`src/rtl/speck_uart_host.sv`:
```
// Host-side sequencer for a UART-attached Speck engine: it sends a KEY/ENC/DEC
// command one byte at a time and assembles the response block from the controller.
module speck_uart_host #(
    parameter int TIMEOUT   = 100000,
    parameter int RSP_BYTES = 8
) (
    input  logic         clk,
    input  logic         rst_n,
    input  logic         cmd_valid,
    output logic         cmd_ready,
    input  logic [1:0]   cmd_op,
    input  logic [127:0] cmd_key,
    input  logic [63:0]  cmd_blk,
    output logic [7:0]   tx_data,
    output logic         tx_valid,
    input  logic         tx_busy,
    input  logic [7:0]   rx_data,
    input  logic         rx_valid,
    output logic         rsp_valid,
    output logic [63:0]  rsp_data,
    output logic         rsp_err,
    output logic         busy,
    output logic [2:0]   state_out
);
    localparam int TW = (TIMEOUT < 1) ? 1 : $clog2(TIMEOUT + 1);
    localparam int CW = $clog2(RSP_BYTES + 1);

    localparam logic [1:0] OP_KEY = 2'd0;
    localparam logic [1:0] OP_ENC = 2'd1;
    localparam logic [1:0] OP_DEC = 2'd2;
    localparam logic [1:0] OP_BAD = 2'd3;

    typedef enum logic [2:0] {
        S_IDLE    = 3'd0,
        S_SEND    = 3'd1,
        S_TX_GAP  = 3'd2,
        S_TX_WAIT = 3'd3,
        S_RX_RSP  = 3'd4,
        S_DONE    = 3'd5
    } state_t;

    state_t         r_state;
    state_t         w_state_next;
    logic [1:0]     r_op;
    logic [135:0]   r_frame;
    logic [4:0]     r_idx;
    logic [TW-1:0]  r_tmo;
    logic [CW-1:0]  r_rx_cnt;
    logic [63:0]    r_rsp_data;
    logic           r_rsp_err;
    logic [7:0]     w_op_char;
    logic           w_last_byte;
    logic           w_rx_last;
    logic           w_tmo_fire;
    logic [7:0]     w_byte_we;

    always_comb begin
        w_op_char = 8'h44;
        case (cmd_op)
            OP_KEY:  w_op_char = 8'h4B;
            OP_ENC:  w_op_char = 8'h45;
            OP_DEC:  w_op_char = 8'h44;
            default: w_op_char = 8'h00;
        endcase
    end

    assign w_last_byte = (r_idx == ((r_op == OP_KEY) ? 5'd16 : 5'd8));
    assign w_rx_last   = (r_rx_cnt == CW'(RSP_BYTES - 1));
    // Fire on the edge that would take the counter to zero.
    assign w_tmo_fire  = (r_tmo <= TW'(1));

    genvar gi;
    generate
        for (gi = 0; gi < 8; gi++) begin : g_byte_we
            assign w_byte_we[gi] = (32'(r_rx_cnt) == gi);
        end
    endgenerate

    always_comb begin
        w_state_next = r_state;
        case (r_state)
            S_IDLE:    if (cmd_valid) w_state_next = (cmd_op == OP_BAD) ? S_DONE : S_SEND;
            S_SEND:    if (!tx_busy) w_state_next = S_TX_GAP;
            S_TX_GAP:  w_state_next = S_TX_WAIT;
            S_TX_WAIT: begin
                if (!tx_busy) begin
                    if (!w_last_byte)        w_state_next = S_SEND;
                    else if (r_op == OP_KEY) w_state_next = S_DONE;
                    else                     w_state_next = S_RX_RSP;
                end
            end
            S_RX_RSP: begin
                if (rx_valid) begin
                    if (w_rx_last) w_state_next = S_DONE;
                end else if (w_tmo_fire) begin
                    w_state_next = S_DONE;
                end
            end
            S_DONE:    w_state_next = S_IDLE;
            default:   w_state_next = S_IDLE;
        endcase
    end

    always_ff @(posedge clk or negedge rst_n) begin
        if (!rst_n) r_state <= S_IDLE;
        else        r_state <= w_state_next;
    end

    always_ff @(posedge clk or negedge rst_n) begin
        if (!rst_n) begin
            r_op       <= OP_KEY;
            r_frame    <= '0;
            r_idx      <= '0;
            r_tmo      <= '0;
            r_rx_cnt   <= '0;
            r_rsp_data <= '0;
            r_rsp_err  <= 1'b0;
        end else begin
            case (r_state)
                S_IDLE: begin
                    if (cmd_valid) begin
                        r_op       <= cmd_op;
                        r_idx      <= '0;
                        r_rx_cnt   <= '0;
                        r_rsp_data <= '0;
                        r_rsp_err  <= (cmd_op == OP_BAD);
                        if (cmd_op == OP_KEY) r_frame <= {w_op_char, cmd_key};
                        else                  r_frame <= {w_op_char, cmd_blk, 64'h0};
                    end
                end
                S_TX_WAIT: begin
                    if (!tx_busy) begin
                        r_idx   <= r_idx + 5'd1;
                        r_frame <= {r_frame[127:0], 8'h00};
                        if (w_last_byte && (r_op != OP_KEY)) r_tmo <= TW'(TIMEOUT);
                    end
                end
                S_RX_RSP: begin
                    if (rx_valid) begin
                        for (int i = 0; i < 8; i++) begin
                            if (w_byte_we[i]) r_rsp_data[63 - 8*i -: 8] <= rx_data;
                        end
                        r_rx_cnt <= r_rx_cnt + CW'(1);
                        r_tmo    <= TW'(TIMEOUT);
                    end else if (w_tmo_fire) begin
                        r_tmo     <= '0;
                        r_rsp_err <= 1'b1;
                    end else begin
                        r_tmo <= r_tmo - TW'(1);
                    end
                end
                default: ;
            endcase
        end
    end

    assign cmd_ready = (r_state == S_IDLE);
    assign busy      = (r_state != S_IDLE);
    assign tx_valid  = (r_state == S_SEND) && !tx_busy;
    assign tx_data   = (r_state == S_SEND) ? r_frame[135:128] : 8'h00;
    assign rsp_valid = (r_state == S_DONE);
    assign rsp_data  = r_rsp_data;
    assign rsp_err   = r_rsp_err;
    assign state_out = r_state;
endmodule

```
`config.mk`:
```
export PLATFORM = sky130hd
export DESIGN_NAME = speck_uart_host
export DESIGN_NICKNAME = d
export VERILOG_FILES = /design/src/rtl/speck_uart_host.sv
export SDC_FILE = /design/constraint.sdc
export NUM_CORES = 1
export LEC_CHECK = 0
export ABC_AREA = 0
export CAP_MARGIN = 10
export CORE_MARGIN = 1.5
export CORE_UTILIZATION = 53
export DETAILED_ROUTE_END_ITERATION = 16
export PLACE_DENSITY = 0.86
export SLEW_MARGIN = 20
export SYNTH_ARGS = -nofsm -noshare
export SYNTH_HDL_FRONTEND = slang
export SYNTH_SLANG_ARGS = --single-unit
export TNS_END_PERCENT = 30
```
`constraint.sdc`:
```
create_clock -name clk -period 5.75 [get_ports clk]
set_clock_uncertainty 0.15 [all_clocks]
set_input_delay 0.575 -clock clk [delete_from_list [all_inputs] [get_ports clk]]
set_output_delay 0.575 -clock clk [all_outputs]
set_load 0.02 [all_outputs]
```
# ---- Word level (Yosys, flattened, before mapping)
# Cells that the tools add are included.
dict set report classes {
  n_addsub 3
  order_cmp 1
  eq_ne 33
  n_mux 43
  reduce_logical 26
}
# cell n
set ops {}
lappend ops {{two-way mux 136 bit} 2}
lappend ops {{one-hot mux 136 bit (2 select lines)} 1}
lappend ops {{two-way mux 128 bit} 1}
lappend ops {{two-way mux 64 bit} 2}
lappend ops {{one-hot mux 64 bit (2 select lines)} 1}
lappend ops {{two-way mux 8 bit} 9}
lappend ops {{two-way mux 17 bit} 4}
lappend ops {{AND reduction 4 bit} 9}
lappend ops {{one-hot mux 17 bit (2 select lines)} 1}
lappend ops {{inequality test 2 bit, second input constant} 15}
lappend ops {{two-way mux 3 bit} 8}
lappend ops {{one-hot mux 7 bit (3 select lines)} 1}
lappend ops {{<= comparator 17 x 1 -> 1 bit, second input constant} 1}
lappend ops {{subtractor 17 x 1 -> 17 bit, second input constant} 1}
lappend ops {{== test 4 x 3 -> 1 bit, second input constant} 4}
lappend ops {{two-way mux 5 bit} 3}
lappend ops {{one-hot mux 3 bit (5 select lines)} 1}
lappend ops {{one-hot mux 5 bit (2 select lines)} 1}
lappend ops {{AND reduction 3 bit} 3}
lappend ops {{== test 4 x 2 -> 1 bit, second input constant} 2}
lappend ops {{two-way mux 4 bit} 2}
lappend ops {{one-hot mux 4 bit (2 select lines)} 1}
lappend ops {{nonzero test 2 bit} 4}
lappend ops {{== test 3 x 2 -> 1 bit, second input constant} 2}
lappend ops {{19 further kinds} 27}
dict set report totals {
  regBits 232
  in_bits 207
}

# ---- Logic depth before layout (Yosys ltp)
dict set report logic_depth {
  ltp_word 7
  mapped_depth 9
}

# ---- Worst setup path before layout
# Ideal clock, no wire load.
dict set report synth_path {
  path_type {flip-flop to flip-flop}
  start {register r_state[1] (netlist: state_out[1])}
  end {register r_rsp_data[32] (netlist: rsp_data[32])}
  setup_time_ns 0.125
  arrival_ns 2.419
  slack_ns 3.056
  path_stages_with_launch 8
  path_buffers 3
  cell_sequence {dfrtp_1 buf_2 nor3_1 and2_1 clkbuf_1 clkbuf_1 a21oi_1 mux2_2}
}
dict set report synth_via {
  elab_chain_len 3
  word_cells_on_any_way 8
  cone_classes {4 x eq/ne; 1 x mux; 3 x reduce/logical}
}
# item line
set synth_lines {}
lappend synth_lines {{from (decl)} 42} ;# state_t r_state;
lappend synth_lines {{from (signal assigned)} 106} ;# else r_state <= w_state_next;
lappend synth_lines {{zero test 3 bit (*)} --}
lappend synth_lines {{via cmd_ready} 10} ;# output logic cmd_ready,
lappend synth_lines {{inequality test 2 bit (no line) or nonzero test 2 bit (tied branches)} --}
lappend synth_lines {{AND reduction 4 bit (no line)} --}
lappend synth_lines {{to (signal, indexed assignment)} 141} ;# if (w_byte_we[i]) r_rsp_data[63 - 8*i -: 8] <= rx_data;
lappend synth_lines {{to (decl)} 49} ;# logic [63:0] r_rsp_data;
# The timed path passes the listed nets; every way through them passes the cells marked *.
# A chain may end at the register's enable or synchronous reset.

# ---- Worst setup path after layout
dict set report layout_path {
  start {register r_state[0] (netlist: state_out[0])}
  end {output port tx_valid}
}
dict set report layout_via {
  elab_chain_len 2
}
# item line
set layout_lines {}
lappend layout_lines {{== test 3 x 1 -> 1 bit} 159} ;# assign tx_valid = (r_state == S_SEND) && !tx_busy;
lappend layout_lines {{logical AND 1 bit} 159}
lappend layout_lines {{to (decl)} 15} ;# output logic tx_valid,
# Every way passes these cells.

==> impl_results.md <==
* Final nets at ~1.7k
* Skew-Pair Late Insertion Delay at 520 ps
* RSZ-0062 raised after global routing: no
* Critical path fanouts, max at 15
* Leak at between 6 and 7 nW
* Register bit total from synthesis at ~230
* Pre-antenna DRT Iters at 5
* Antenna Nets Post-Route at 0
* R2R Path End: r_frame[13]$_DFFE_PN0P_
* Cts repair resizes at 0
* Final Hold Viols at 14
* Dpl hpwl at roughly 21000 µm
* Crit start category: flip-flop
* Synth top area cells: dfrtp_1 52%, o21ai_0 6.8%, a21oi_1 6.2%
* Mapped cell area at 0.0111 mm²
* Top delay family on crit path: buffers and inverters
* Reg2Reg Depth at 6
* Syn Nets at 1426
* Clock-pin transition on the worst setup and hold timing paths at 60 ps
* Cell Chain, Critical Path: nor3b_1 > buf_4 > nor2b_1 > clkdlybuf4s50_1
* Pwr Total at 0.00665 W
* Place WS at 2580 ps
* DR vias/cell at approximately 5.6
* Num rows at 52
* Cell variety after synth at 49
* Sw power at 0.00240 W
* Reg2reg setup slack at approximately 2700 ps
* Count leader, synth: dfrtp_1
* Comb power frac at 0.345
* CTS Root Cell: clkbuf_16
* Cell internal pwr at approximately 0.0042 W
* Gpl congestion at a little over 0.8
* GRT Total Usage at 0.277
* RR Startpoint: state_out[2]$_DFFE_PN0P_
* Critical path arrival at between 2000 and 3000 ps
* First DRT Iteration DRCs at between 600 and 700
* CP max-delay cell: clkdlybuf4s50_1
* Post-route setup TNS at 0 ps
* CP peak stage delay at roughly 670 ps
* Layout cells sized above 1 at 0.0817
* Synth-to-Final Area Change at 35.7%
* WL/cell at approximately 17 µm
* Top cells by count, synth: 232 x dfrtp_1, 181 x nand2_1, 155 x nor2_1, 150 x o21ai_0, 138 x a21oi_1
* Switching part of the total power at 0.362
* Port bufs at 286
* Initial Util at 0.545
* Die Width at approximately 150 µm
* DIE AREA at 0.0218 mm²
* Chip Height at 148 µm
* Leading area contributor after synthesis: dfrtp_1
* Worst vdd ir at 236 µV
* Fin crit share at 0.588
* Post-synthesis cell count at 1207
* Period minus WS final at 3380 ps
* Clk buf depth at 3
* PD cells at 441 mW/mm²
* Tightest Pin Transition at ~1100 ps
* Ys Warns at 0
* Cts hold-fix bufs at 0
* FMAX at 296 MHz
* I/O Pins at 287
* H-tree levels at 1
* Async set-reset flop share out of synthesis at 1.00
* Clock power share at 0.271
* Prevailing post-synth register cell: dfrtp_1
* Antenna violations before repair at 1
* Hold Path Class: in -> async
* Count of pins over their slew limit at 0
* Register share of total power at 0.384
* Critical path buffers and inverters at 2
* Final wirelength at between 30000 and 40000 µm
* Req. time, crit path at 5030 ps
* Synth top area share at 0.523
* EDFF count, synth at 0
* Relative slew margins at 0.244
* GRT Residual Overflow at 0
* Outcome: finished, violations left
* Syn_area_per_cell at 9.19 µm²
* Sequential element share of the synthesized area at 0.523
* Finish-stage setup viols at 0
* First-pass GRT wire length at 49100 µm
* Post-route setup slack at 2370 ps
* Largest net degree at the start of global routing at ~120
* Post-CTS setup buffer count at 0
* Max-Cap Viols at 0
* Num CTS Buffers at 25
* Setup Crit Path Kind: reg -> out
* CP endpoint kind: output pin
* Drt drc at 0
* Hold WS at -63.4 ps
* Routed via count at 9775
* Core area at 0.0204 mm²
* CTS tree: done
* Failing checks: negative hold slack
* Clock Sinks at 232
* Vias in the first global route at 9672
==> area by class of cell <==
| type | count | area, µm² |
|---|---|---|
| antenna | 1 | 2.50 |
| fill | 1418 | 5300 |
| timing repair buffer | 295 | 2950 |
| multi-input combinational | 878 | 4970 |
| inverter | 17 | 63.8 |
| clock inverter | 15 | 238 |
| clock buffer | 31 | 698 |
| sequential | 232 | 5810 |
| tap | 270 | 338 |
==> kinds of logic after synthesis <==
group                      after synthesis  synth area share
buffers and inverters                   97            0.0334
AOI/OAI and AO/OA                      320             0.153
xor gates and xnor gates                 6           0.00474
muxes                                  112             0.106
DFF                                    232             0.523
and+or+nand+nor                        428             0.165
adders and majority gates               12            0.0135
==> flip-flops by register name (all words and copies together) (netlist names) <==
name and flops:
r_op 2, r_rx_cnt 4, rsp_data 64, r_tmo 17, state_out 3, r_idx 5, r_frame 136, rsp_err 1
==> metal layers <==
metal  GRT usage  wire length, µm  vias to the layer above
met5           0                0                        -
met4      0.0825              872                        0
met3      0.0481             2290                       67
met2       0.470            14900                      412
met1       0.366            12300                     4678
li1            -                -                     4618
==> layout by cell type (no fill, tap or decap), types with 3 or more instances in the layout <==
cell               n
ha_1              11
nand3b_1           3
clkdlybuf4s50_1  285
inv_1             17
o21ai_0          150
buf_4              8
a21oi_1          138
clkbuf_16         25
nand2_1          179
a22o_1             3
nor3_1             9
nand4_1            3
a2bb2oi_1          3
nand3_1           27
o211ai_1           3
o21bai_1           3
nor4_1             4
mux2_2            47
xor2_1             5
bufinv_16          6
nor2_1           154
nor3b_1            4
and2_1            11
or3_1              7
mux2i_1           65
clkinv_2           5
nand2b_1           4
clkbuf_8           5
dfrtp_1          232
o22a_1             5
==> power groups by stage <==
| stage | clock network, W | logic [W] | registers, W |
|---|---|---|---|
| after floorplan | 0 | 0.00161 | 0.00247 |
| after global placement | 0 | 0.00219 | 0.00253 |
| after detailed placement | 0 | 0.00227 | 0.00256 |
| after CTS | 0.00182 | 0.00230 | 0.00254 |
| after global routing | 0.00188 | 0.00259 | 0.00261 |
| final | 0.00180 | 0.00230 | 0.00255 |
==> through the flow <==
stage	area, µm²	cells	hold WS, ps	utilization
final	15100	1739	-63.4	0.740
after global routing	15100	1739	25.5	0.740
after CTS	15100	1738	7.46	0.739
after detailed placement	14100	1692	305	0.693
after global placement	14100	1691	298	0.693
after floorplan	11100	1207	129	-
==> worst max path at each step <==
stage | start | slack (ps) | to | cells past startpoint
final | state_out[0]$_DFFE_PN0P_ | 2370 | tx_valid | 4
after floorplan | state_out[1]$_DFFE_PN0P_ | 3060 | rsp_data[32]$_DFFE_PN0P_ | 7
after global routing | state_out[0]$_DFFE_PN0P_ | 2190 | tx_valid | 4
after global placement | cmd_op[0] | 2660 | r_frame[78]$_DFFE_PN0P_ | 8
after detailed placement | cmd_op[0] | 2580 | r_frame[107]$_DFFE_PN0P_ | 8
after CTS | state_out[0]$_DFFE_PN0P_ | 2350 | tx_valid | 4
No activity file was read; power rests on OpenSTA's default activity.
==> patch: new RTL, same flow settings <==
Make the reset (`rst_n`) synchronous in 2 clocked blocks.
--- a/src/rtl/speck_uart_host.sv
+++ b/src/rtl/speck_uart_host.sv
@@ -101,12 +101,12 @@
         endcase
     end
 
-    always_ff @(posedge clk or negedge rst_n) begin
+    always_ff @(posedge clk) begin
         if (!rst_n) r_state <= S_IDLE;
         else        r_state <= w_state_next;
     end
 
-    always_ff @(posedge clk or negedge rst_n) begin
+    always_ff @(posedge clk) begin
         if (!rst_n) begin
             r_op       <= OP_KEY;
             r_frame    <= '0;
Behaviour: differs if rst_n is asserted again (counterexample within 4 cycles, from zero or initial values and one cycle with rst_n low); with rst_n held inactive, the same outputs for 4 cycles.
==> patch against the unedited design <==
- total power is 15% lower
- area after synthesis is 2.9% lower
- largest power group unchanged
- highest routed layer unchanged
- fmax is 8.5% lower
- final area is 4.2% lower
- sequential cell count stayed put
- routed wire length is 0.69% higher
- utilization is 0.75 points lower
- worst setup slack worse by 320 ps
==> patch: results (changes against the unedited design) <==
adder-cell share of the synthesized area=1.39% (+0.040 points); NumNets Final=1,735 (+4.0%); Max Fanout on Critical Path=14 (-1); Syn Nets=1,531 (+7.4%); vias in the first global route=9,538 (-1.4%); CTS Buf Count=24 (-4.0%); sequential area share after synthesis=43.1% (-9.2 points); largest net degree at the start of global routing=159 (+34%); number of distinct library cells after synthesis=54 (+10%); status=complete, no violations; DP HPWL=20.7 mm (+0.91%); initial detailed-routing violation count=910 (+38%); leakage dissipation=5.32 nW (-19%); post-synthesis mux area share=10.6% (-0.046 points); dpl cell area=13,600 um2 (-3.4%); worst vdd ir=0.000298 V (+26%); initial antenna violation count=0 (-1); Synth Flop Type=dfxtp_1; Async S/R FF share, synth=0% (-100 points); Compound-Gate Fraction of Synth Area=17.4% (+2.1 points); first-pass GRT wire length=48.4 mm (-1.4%); via count=10,397 (+6.4%); ranking of synthesized cells by area=dfxtp_1, mux2i_1, nand2_1; class of the worst hold path=reg2reg; Routed wire per std cell=17.0 um (-2.7%); crit path DAT=2970 ps (+310 ps); net switching power=1.99 mW (-17%); ant diodes=0 (-1); Max transition margin=28.1% (+3.7 points); layout cell share with drive strength beyond 1=4.37% (-3.8 points); Post-synth top cells=nand2_1, dfxtp_1, nor2_1, mux2i_1, a21oi_1; XOR/XNOR Fraction of Synth Area=0.650% (+0.18 points)
## patch: changes by cell type after synthesis, moves of 47 or more
cell / change
o211ai_1: +64
mux2_2: -47
dfxtp_1: +232
mux2i_1: +49
o21ai_0: -139
nand3_1: +68
nand2_1: +59
dfrtp_1: -232
a311oi_1: +58
## patch: critical path: stages (launching register included)
cell and delay, ps:
dfxtp_1 620, nor3b_1 920, and2_1 250, clkdlybuf4s50_1 670
## patch: cell families (layout without fill, tap and decap cells)
family	after synthesis	in the layout
AOI/OAI and AO/OA	272	272
xor gates and xnor gates	8	8
adders and majority gates	12	12
buffers and inverters	127	349
DFF	232	232
muxes	114	114
and+or+nand+nor	547	547
## patch: per-stage QoR
step | worst slack (ps) | power (mW) | utilization (%) | instances
after floorplan | 3250 | 3.52 | - | 1312
after global placement | 2050 | 4.05 | 69.2 | 1755
after detailed placement | 2010 | 4.11 | 69.2 | 1755
after CTS | 2070 | 5.66 | 73.2 | 1799
after global routing | 1940 | 5.98 | 73.2 | 1799
final | 2050 | 5.66 | 73.2 | 1799
## patch: layout make-up
class                   instances  area share (%)
clock buffers                  37            5.13
clock inverters                 7           0.416
inverters                      11           0.321
multi-input cells             953            39.2
flip-flops and latches        232            32.2
well taps                     265            2.30
repair buffers                294            20.4
## patch: worst paths after layout
check | from | endpoint | slack (ps) | cells past startpoint
worst min-delay path | r_frame[6] | r_frame[6] | 300 | 2
worst max-delay path | state_out[0] | tx_data[4] | 2050 | 3
worst max register to register | state_out[2] | r_frame[116] | 2200 | 7
worst min register to register | r_frame[6] | r_frame[6] | 300 | 2
## patch: routing by layer
metal,GRT usage (%),vias to the layer above,part of all wire [%]
li1,-,5049,-
met1,35.9,4906,42
met2,45.3,369,49
met3,4.45,73,6.5
met4,10.2,0,3.4
met5,0,-,0
## patch: power by group through the flow
stage	registers [mW]	logic [mW]	clock network, mW
finish	2.15	1.96	1.55
global route	2.19	2.16	1.64
CTS	2.14	1.95	1.57
detailed placement	2.17	1.94	0
global placement	2.16	1.89	0
floorplan	2.15	1.37	0
